## src/rtl/serial_borrow_subtractor.sv

```systemverilog
// Bit-serial subtractor: Y = A - B - Bin, LSB first, one registered borrow.
// Optional signed overflow flag V when SERIAL_SUB_OVERFLOW_EN is defined.
module serial_borrow_subtractor #(
   parameter int WIDTH = 4
) (
   input  logic             Clk,
   input  logic             Reset_n,
   input  logic             Start,
   input  logic [WIDTH-1:0] A,
   input  logic [WIDTH-1:0] B,
   input  logic             Bin,
   output logic             Ready,
   output logic             Busy,
   output logic             Done,
   output logic [WIDTH-1:0] Y,
   output logic             Bout,
   output logic             V
);

   localparam int CW = $clog2(WIDTH);

   typedef enum logic [1:0] {
      S_IDLE,
      S_RUN,
      S_DONE
   } state_t;

   state_t           state;
   logic [WIDTH-1:0] a_sr;
   logic [WIDTH-1:0] b_sr;
   logic [WIDTH-1:0] r_sr;
   logic             brw;
   logic [CW-1:0]    cnt;

   logic             a_i;
   logic             b_i;
   logic             d;
   logic             brw_nxt;
   logic [WIDTH-1:0] r_nxt;
   logic             last;

`ifdef SERIAL_SUB_OVERFLOW_EN
   logic             a_msb;
   logic             b_msb;
`endif

   always_comb begin
      a_i     = a_sr[0];
      b_i     = b_sr[0];
      d       = a_i ^ b_i ^ brw;
      brw_nxt = (~a_i & b_i) | (~a_i & brw) | (b_i & brw);
      r_nxt   = {d, r_sr[WIDTH-1:1]};
      last    = (cnt == CW'(WIDTH - 1));
   end

   always_ff @(posedge Clk or negedge Reset_n) begin
      if (!Reset_n) begin
         state <= S_IDLE;
         Ready <= 1'b1;
         Busy  <= 1'b0;
         Done  <= 1'b0;
         Y     <= '0;
         Bout  <= 1'b0;
         a_sr  <= '0;
         b_sr  <= '0;
         r_sr  <= '0;
         brw   <= 1'b0;
         cnt   <= '0;
`ifdef SERIAL_SUB_OVERFLOW_EN
         V     <= 1'b0;
         a_msb <= 1'b0;
         b_msb <= 1'b0;
`endif
      end else begin
         unique case (state)
            S_IDLE: begin
               if (Start) begin
                  a_sr  <= A;
                  b_sr  <= B;
                  brw   <= Bin;
                  cnt   <= '0;
                  Ready <= 1'b0;
                  Busy  <= 1'b1;
                  state <= S_RUN;
`ifdef SERIAL_SUB_OVERFLOW_EN
                  a_msb <= A[WIDTH-1];
                  b_msb <= B[WIDTH-1];
`endif
               end
            end
            S_RUN: begin
               a_sr <= a_sr >> 1;
               b_sr <= b_sr >> 1;
               brw  <= brw_nxt;
               r_sr <= r_nxt;
               cnt  <= cnt + CW'(1);
               if (last) begin
                  // d is the result MSB on the final bit
                  Y     <= r_nxt;
                  Bout  <= brw_nxt;
                  Done  <= 1'b1;
                  Busy  <= 1'b0;
                  state <= S_DONE;
`ifdef SERIAL_SUB_OVERFLOW_EN
                  V     <= (a_msb ^ b_msb) & (a_msb ^ d);
`endif
               end
            end
            S_DONE: begin
               Done  <= 1'b0;
               Ready <= 1'b1;
               state <= S_IDLE;
            end
            default: begin
               state <= S_IDLE;
               Ready <= 1'b1;
               Busy  <= 1'b0;
               Done  <= 1'b0;
            end
         endcase
      end
   end

`ifndef SERIAL_SUB_OVERFLOW_EN
   assign V = 1'b0;
`endif

endmodule

```

## config.mk

```make
export PLATFORM = sky130hd
export DESIGN_NAME = serial_borrow_subtractor
export DESIGN_NICKNAME = d
export VERILOG_FILES = /design/src/rtl/serial_borrow_subtractor.sv
export SDC_FILE = /design/constraint.sdc
export NUM_CORES = 1
export LEC_CHECK = 0
export ABC_AREA = 1
export CORE_MARGIN = 1.5
export CORE_UTILIZATION = 25
export CTS_CLUSTER_SIZE = 24
export DETAILED_ROUTE_END_ITERATION = 7
export PLACE_DENSITY_LB_ADDON = 0.1
export RECOVER_POWER = 100
export SYNTH_ARGS = -nofsm -noshare
export SYNTH_HDL_FRONTEND = slang
export SYNTH_SLANG_ARGS = --single-unit
```

## constraint.sdc

```tcl
create_clock -name Clk -period 1.2 [get_ports Clk]
set_input_delay 0.24 -clock Clk [delete_from_list [all_inputs] [get_ports Clk]]
set_output_delay 0.24 -clock Clk [all_outputs]
set_load 0.1 [all_outputs]
```

# Word level (Yosys, flattened, before mapping)
# Index checks and enable logic that the tools add are counted.
[totals]
regBits = 25
input_bits = 12
output_inout_bits = 9
[classes]
add_sub_neg = 1
n_eq_ne = 5
n_mux = 18
bitwise_logic = 11
n_reduce_logical = 8
[ops]
columns = ["operator", "count"]
rows = [
  ["4-bit one-hot mux with 2 select lines", 2],
  ["2-bit AND reduction", 5],
  ["4-bit 2-to-1 mux", 2],
  ["2-bit one-hot mux with 2 select lines", 2],
  ["2-bit 2-to-1 mux", 3],
  ["1-bit one-hot mux with 2 select lines", 3],
  ["1-bit 2-to-1 mux", 5],
  ["2-bit equality test (second input constant)", 2],
  ["2-bit inequality test (second input constant)", 2],
  ["1-bit inverter", 4],
  ["1-bit bitwise AND", 3],
  ["1-bit one-hot mux with 3 select lines", 1],
  ["3-bit AND reduction", 1],
  ["2-bit by 1-bit adder with 2-bit output (second input constant)", 1],
  ["2-bit by 1-bit equality test with 1-bit output (second input constant)", 1],
  ["2-bit logical NOT", 1],
  ["1-bit OR", 2],
  ["2-bit nonzero test", 1],
  ["1-bit XOR", 2],
]

# Depth between registers and ports, before layout
# Gate-level depths: netlist (run 1).
[logic_depth]
ltp_word = 5
ltp_mapped = 6
mapped_depth_nobuf = 6

# Least setup slack after synthesis (run 1)
# No wires, ideal clock.
[synth_timing]
path_kind = "reg2reg"
from = "register, netlist name Busy"
to = "register Busy"
arrival_time_ps = 1152
required_ps = 1137
slack_ps = -14
stages_incl_launch_ff = 5
period_less_slack_ps = 1214
path_cell_list = "dfrtp_1 inv_1 nand2_1 nand2_1 inv_1"
[synth_rtl]
columns = ["element", "line_no", "text"]
rows = [
  ["end signal, assigned", "60", "Busy <= 1'b0;"],
  ["end signal, assigned", "83", "Busy <= 1'b1;"],
  ["end signal, assigned", "102", "Busy <= 1'b0;"],
  ["end, declared", "13", "output logic Busy,"],
]

# Worst setup path after layout (run 1)
[layout_timing]
from = "register Ready"
to = "output Ready"
[layout_rtl]
columns = ["element", "line_no", "text"]
rows = [
  ["start, declared", "12", "output logic Ready,"],
  ["start signal, assigned", "59", "Ready <= 1'b1;"],
  ["start signal, assigned", "82", "Ready <= 1'b0;"],
  ["start signal, assigned", "111", "Ready <= 1'b1;"],
]
# No word-level cell between the ends.

==> results of run 1 <==
-- where the power goes --
part | internal, mW | switching, mW
combinational | 0.934 | 1.80
clock | 0.292 | 0.252
sequential | 1.20 | 0.237
total | 2.43 | 2.29
-- worst register-to-register path: stages, from the launching register on --
cell and delay (ns):
sky130_fd_sc_hd__dfrtp_1 0.35, sky130_fd_sc_hd__inv_1 0.07, sky130_fd_sc_hd__fa_2 0.58, sky130_fd_sc_hd__o21ai_1 0.07
-- area by class of cell --
cell class	count	area (um2)
fill	465	2900
sequential	24	603
multi-input combinational	79	413
timing repair buffer	28	299
inverter	22	82.6
tap	52	65.1
clock buffer	4	55.1
-- sequential cells by signal (all words and copies together), names as in the netlist --
name   cells
Bout       1
Busy       1
Done       1
Ready      1
Y          4
a_sr       4
b_sr       4
brw        1
cnt        2
r_sr       3
state      2
-- Yosys cell counts --
master / count
sky130_fd_sc_hd__a21oi_2: 1
sky130_fd_sc_hd__buf_2: 1
sky130_fd_sc_hd__buf_4: 3
sky130_fd_sc_hd__buf_6: 2
sky130_fd_sc_hd__conb_1: 1
sky130_fd_sc_hd__dfrtp_1: 23
sky130_fd_sc_hd__dfstp_2: 1
sky130_fd_sc_hd__fa_1: 1
sky130_fd_sc_hd__ha_1: 1
sky130_fd_sc_hd__inv_1: 21
sky130_fd_sc_hd__inv_2: 1
sky130_fd_sc_hd__nand2_1: 33
sky130_fd_sc_hd__nand2_4: 1
sky130_fd_sc_hd__nand2_8: 2
sky130_fd_sc_hd__nand3_1: 23
sky130_fd_sc_hd__nor2_1: 3
sky130_fd_sc_hd__nor2_2: 2
sky130_fd_sc_hd__o21ai_0: 1
sky130_fd_sc_hd__o21ai_1: 8
sky130_fd_sc_hd__o21ai_2: 2
-- what timing repair did --
item / in CTS / in global routing
gates resized for setup: 0 / 2
setup endpoints to repair: 2 / 4
setup buffers: 1 / 0
-- metal layers --
| metal | wire length, um | part of all wire, % |
|---|---|---|
| met5 | 0 | 0 |
| met4 | 19 | 0.83 |
| met3 | 78 | 3.4 |
| met1 | 1140 | 50 |
| met2 | 1040 | 46 |
-- cells in the final DEF (no fill, tap or decap), types with 2 or more instances in the layout --
cell type,count
sky130_fd_sc_hd__nand2_4,2
sky130_fd_sc_hd__nand2_1,33
sky130_fd_sc_hd__inv_1,20
sky130_fd_sc_hd__clkbuf_8,4
sky130_fd_sc_hd__o21ai_0,3
sky130_fd_sc_hd__o21ai_2,2
sky130_fd_sc_hd__buf_12,3
sky130_fd_sc_hd__buf_4,5
sky130_fd_sc_hd__nor2_1,4
sky130_fd_sc_hd__buf_6,7
sky130_fd_sc_hd__nand3_1,23
sky130_fd_sc_hd__o21ai_1,6
sky130_fd_sc_hd__clkdlybuf4s50_1,10
sky130_fd_sc_hd__dfrtp_1,22
sky130_fd_sc_hd__inv_2,2
-- stage by stage --
| step | utilization (%) | area [um2] | instances |
|---|---|---|---|
| after CTS | 36.3 | 1600 | 209 |
| after global routing | 34.4 | 1520 | 209 |
| after global placement | 34.9 | 1540 | 204 |
| final | 34.4 | 1520 | 209 |
| after detailed placement | 34.9 | 1540 | 204 |
| after floorplan | - | 1160 | 131 |
-- path summary, 6_finish.rpt --
kind,from,end,slack [ns],cells after the start
setup reg to reg,a_sr[0],r_sr[3],0.02,3
max in group asynchronous,Reset_n,Busy,0.25,2
hold / removal,r_sr[1],Y[0],0.49,2
hold reg to reg,r_sr[1],Y[0],0.49,2
min in group asynchronous,Reset_n,state[1],0.52,2
setup / recovery,Ready,Ready,-0.04,1
-- kinds of logic after synthesis --
kind of cell             count (synthesis)  synth area share (%)
AND/OR/NAND/NOR                         64                  27.2
buffers and inverters                   28                  11.5
flip-flops                              24                  52.1
AO/OA/AOI/OAI                           12                  6.17
adder cells (fa/ha/maj)                  2                  2.81
other                                    1                 0.324
==> results.json, run 1 <==
{
  "leakage_power_nw": 0.782,
  "drtAntennaViolNets": 0,
  "initial_core_util_pct": 26.2,
  "synth_top_cell_area_share_pct": 49.8,
  "worst-path-max-fanout": 2,
  "syn-cell-area_um2": 1160,
  "core_region_area_um2": 4410,
  "rsz0062_at_grt": "true",
  "routedWlPerCell_um": 10.9,
  "grt_first_pass_wirelength_um": 3760,
  "synth_fp_nets": 145,
  "outcome": "complete, but fails checks",
  "drive_above_1_share_pct": 21.0,
  "ys_seq_area_share_pct": 52.1,
  "via_count_of_the_first_global_routing_pass": 849,
  "powerDensity_nw_per_um2": 3110,
  "total_power_consumption_mw": 4.72,
  "setup-tns-final_ns": -0.0387,
  "final_min_period_over_clock_period_pct": 103,
  "critical_path.max_stage_delay_ns": 0.56,
  "timing_max_transition_violations_final": 0,
  "global_route.usage.met1_pct": 12.5,
  "fp-row-count": 24,
  "grt_max_degree": 25,
  "yosysUniqueCellTypes": 20,
  "finalWorstPathRequiredPeriod_ns": 1.24,
  "synth_area_leader_cell": "sky130_fd_sc_hd__dfrtp_1",
  "numClockSinks": 24,
  "clk_latency_ns": 0.26,
  "final_nets": 172,
  "route.detailed.vias_per_inst": 4.14,
  "first_iter_violations": 28,
  "average_cell_area_after_synthesis_um2": 8.83,
  "dieArea_um2": 5040,
  "setup_skew_after_layout_ns": 0.00577,
  "yosys_warns": 0,
  "detailroute.via_count": 865,
  "die_w_um": 71.0,
  "io_buffer_count": 19,
  "drt_drc_violations_left": 0,
  "maxCapViolations": 0,
  "timing.critical_path.required_ns": 0.96,
  "worst-endpoint-arrival_ns": 1.00,
  "area_delta_synth_final_pct": 31.3,
  "synthesized_flop_and_latch_total": 24,
  "clk_root_buffer_cell": "sky130_fd_sc_hd__clkbuf_8",
  "finalWorstSetupSlack_ns": -0.0387,
  "grt-busiest-layer": "met2",
  "worst_setup_path_start_kind": "flop",
  "finalSetupViolCount": 1,
  "critical_path_buf_inv_count": 1,
  "diodes": 0,
  "overflow": 0,
  "cts_max_path_buffers": 2,
  "post_cts_hold_buffer_count": 0,
  "hp-class": "reg -> reg",
  "timing_hold_violations_final": 0,
  "detail_route.wirelength_um": 2280,
  "syn_inst": 131,
  "worst_setup_hold_path_clk_slew_ns": 0.09,
  "dp_hpwl_um": 1540,
  "clock_tree_from_tritoncts": "done",
  "ir_drop_mv": 0.821,
  "gr-usage-all-layers_pct": 9.33,
  "placement.setup.worst_slack_ns": -0.103,
  "floorplan.io_pins": 21,
  "worstMarginPinSlew_ns": 0.612,
  "place_congestion": 0.733,
  "worst_path_dominant_cell_family": "flip-flops",
  "global_routing_met3_resource_utilization_pct": 1.71,
  "standard_cell_with_the_maximum_stage_delay_on_the_critical_path": "sky130_fd_sc_hd__dfstp_2",
  "die_h_um": 71.0,
  "ctsHtreeMaxLevel": 1,
  "fin_worst_hold_slack_ns": 0.491,
  "crit_end_category": "output pin",
  "grt_antenna_before_repair": 0,
  "post_synth_main_area_contributors": "sky130_fd_sc_hd__dfrtp_1, sky130_fd_sc_hd__nand2_1, sky130_fd_sc_hd__nand3_1",
  "violated_checks": "negative setup slack",
  "cp_cell_sequence": "buf_12",
  "dr.pass1.iters": 2,
  "max_freq_mhz": 807,
  "grt_util_met2_pct": 14.7,
  "path_class": "reg -> out",
  "cts-buffers-inserted": 3,
  "relSlewSlack_pct": 59.2
}
Note: power is estimated with default switching activity, not from simulation.
==> run 2, diff against run 1 <==
==> constraint.sdc (replaced) <==
create_clock -name Clk -period 1.5 [get_ports Clk]
set_input_delay 0.3 -clock Clk [delete_from_list [all_inputs] [get_ports Clk]]
set_output_delay 0.3 -clock Clk [all_outputs]
set_load 0.1 [all_outputs]
==> run 2 against run 1 <==
  * The run now ends clean
  * Sequential share of layout area rose by 3.3 points
  * Final area fell by 7.9%
  * Setup slack better by 0.18 ns
  * Final cell count is 2.4% lower
  * Critical path depth unchanged
  * Via count is 0.81% higher
==> results.json, run 2 (same netlist as run 1, synthesis figures left out) <==
{
  "worst_path_dominant_cell_family": "buffers and inverters",
  "area_delta_synth_final_pct": 20.9,
  "relSlewSlack_pct": 59.4,
  "cts_max_path_buffers": 2,
  "post_cts_hold_buffer_count": 0,
  "setup-tns-final_ns": 0,
  "worst_setup_hold_path_clk_slew_ns": 0.08,
  "core_region_area_um2": 4410,
  "placement.setup.worst_slack_ns": 0.116,
  "rsz0062_at_grt": "false",
  "ir_drop_mv": 0.523,
  "dr.max_layer_used": "met4",
  "ctsHtreeMaxLevel": 1,
  "max_freq_mhz": 736,
  "detailed_place.area_um2": 1470,
  "path_class": "reg -> out",
  "die_w_um": 71.0,
  "clk_latency_ns": 0.27,
  "final_min_period_over_clock_period_pct": 90.6,
  "mostFrequentLayoutCells": "sky130_fd_sc_hd__nand2_1, sky130_fd_sc_hd__dfrtp_1, sky130_fd_sc_hd__nand3_1, sky130_fd_sc_hd__inv_1, sky130_fd_sc_hd__clkdlybuf4s50_1",
  "wirelength_met1_um": 1070,
  "final_area_um2": 1400,
  "hp-class": "reg -> reg",
  "initial_core_util_pct": 26.2,
  "place_congestion": 0.782,
  "largest_registers": "Y: 4 flops, a_sr: 4 flops, b_sr: 4 flops",
  "worst-path-max-fanout": 2,
  "floorplan.io_pins": 21,
  "detailroute.via_count": 872,
  "detailroute.wirelength.met3_um": 105,
  "critical_path_buf_inv_count": 1,
  "finalSetupViolCount": 0,
  "timing_max_transition_violations_final": 0,
  "timing_hold_violations_final": 0,
  "final_nets": 167,
  "fin_worst_hold_slack_ns": 0.478,
  "finalWorstPathRequiredPeriod_ns": 1.36,
  "numClockSinks": 24,
  "critical_path.max_stage_delay_ns": 0.43,
  "drt_drc_violations_left": 0,
  "fp-row-count": 24,
  "detailroute.wirelength.met2_um": 1040,
  "cts-buffers-inserted": 3,
  "leakage_power_nw": 0.731,
  "postCtsSetupBuffers": 0,
  "io_buffer_count": 19,
  "dieArea_um2": 5040,
  "clk_root_buffer_cell": "sky130_fd_sc_hd__clkbuf_8",
  "powerDensity_nw_per_um2": 2490,
  "finalWorstSetupSlack_ns": 0.141,
  "worst-endpoint-arrival_ns": 1.06,
  "grt_first_pass_wirelength_um": 3860,
  "route.detailed.vias_per_inst": 4.27,
  "detail_route.wirelength_um": 2270,
  "clock_tree_from_tritoncts": "done",
  "first_iter_violations": 22,
  "overflow": 0,
  "dr.pass1.iters": 4,
  "postCtsResizedCells": 0,
  "outcome": "finished clean",
  "crit_end_category": "output pin",
  "standard_cell_with_the_maximum_stage_delay_on_the_critical_path": "sky130_fd_sc_hd__buf_2",
  "routedWlPerCell_um": 11.1,
  "grt_antenna_before_repair": 0,
  "grt_max_degree": 25,
  "timing.critical_path.required_ns": 1.20,
  "dp_hpwl_um": 1580,
  "maxCapViolations": 0,
  "mostFrequentLayoutCell": "sky130_fd_sc_hd__nand2_1",
  "gr-usage-all-layers_pct": 9.93,
  "die_h_um": 71.0,
  "setup_skew_after_layout_ns": 0.00140,
  "diodes": 0,
  "cp_cell_sequence": "buf_2",
  "via_count_of_the_first_global_routing_pass": 872,
  "drive_above_1_share_pct": 15.8,
  "drtAntennaViolNets": 0,
  "worst_setup_path_start_kind": "flop",
  "worstMarginPinSlew_ns": 0.609
}
[run 2: cell count changes in the layout (fill, tap and decap cells not counted), moves of 2 or more]
| cell | delta |
|---|---|
| sky130_fd_sc_hd__buf_12 | -2 |
| sky130_fd_sc_hd__buf_2 | +7 |
| sky130_fd_sc_hd__buf_4 | -3 |
| sky130_fd_sc_hd__buf_6 | -7 |
| sky130_fd_sc_hd__o21ai_0 | +5 |
| sky130_fd_sc_hd__o21ai_1 | -5 |
[run 2: layer usage]
metal,track usage [%],up-vias
met3,2.42,5
met2,15.9,18
met4,5.66,0
li1,-,446
met1,12.2,403
met5,0,-
[run 2: cell type report]
type / count / area, um2
Clock buffer: 4 / 55.1
Fill cell: 466 / 3020
Inverter: 22 / 82.6
Multi-Input combinational cell: 79 / 403
Sequential cell: 24 / 602
Tap cell: 52 / 65.1
Timing Repair Buffer: 23 / 190
[run 2: worst paths after layout]
check / cells past startpoint / start / slack [ns] / end
max in group asynchronous: 2 / Reset_n / 0.55 / cnt[1]
setup reg to reg: 6 / state[0] / 0.26 / Y[2]
hold reg to reg: 2 / Y[0] / 0.48 / Y[0]
min in group asynchronous: 2 / Reset_n / 0.56 / state[1]
setup / recovery: 1 / Y[3] / 0.14 / Y[3]
hold / removal: 2 / Y[0] / 0.48 / Y[0]
[run 2: metrics by stage]
stage	power [mW]	cells	utilization, %
finish	3.48	204	31.7
detailed placement	3.45	200	33.3
global placement	3.43	200	33.3
CTS	3.91	204	34.6
global route	3.77	204	31.7
floorplan	2.78	131	-
[run 2: tightest hold or removal path, delay by kind of cell (launching register included)]
kind	cells	cell delay, ns
flip-flops	1	0.35
AND/OR/NAND/NOR	2	0.10
[run 2: where the power goes]
| group | switching, mW | total [mW] | internal (mW) |
|---|---|---|---|
| Clock | 0.206 | 0.441 | 0.235 |
| Sequential | 0.175 | 1.13 | 0.957 |
| Combinational | 1.40 | 1.91 | 0.507 |
| Total | 1.78 | 3.48 | 1.70 |
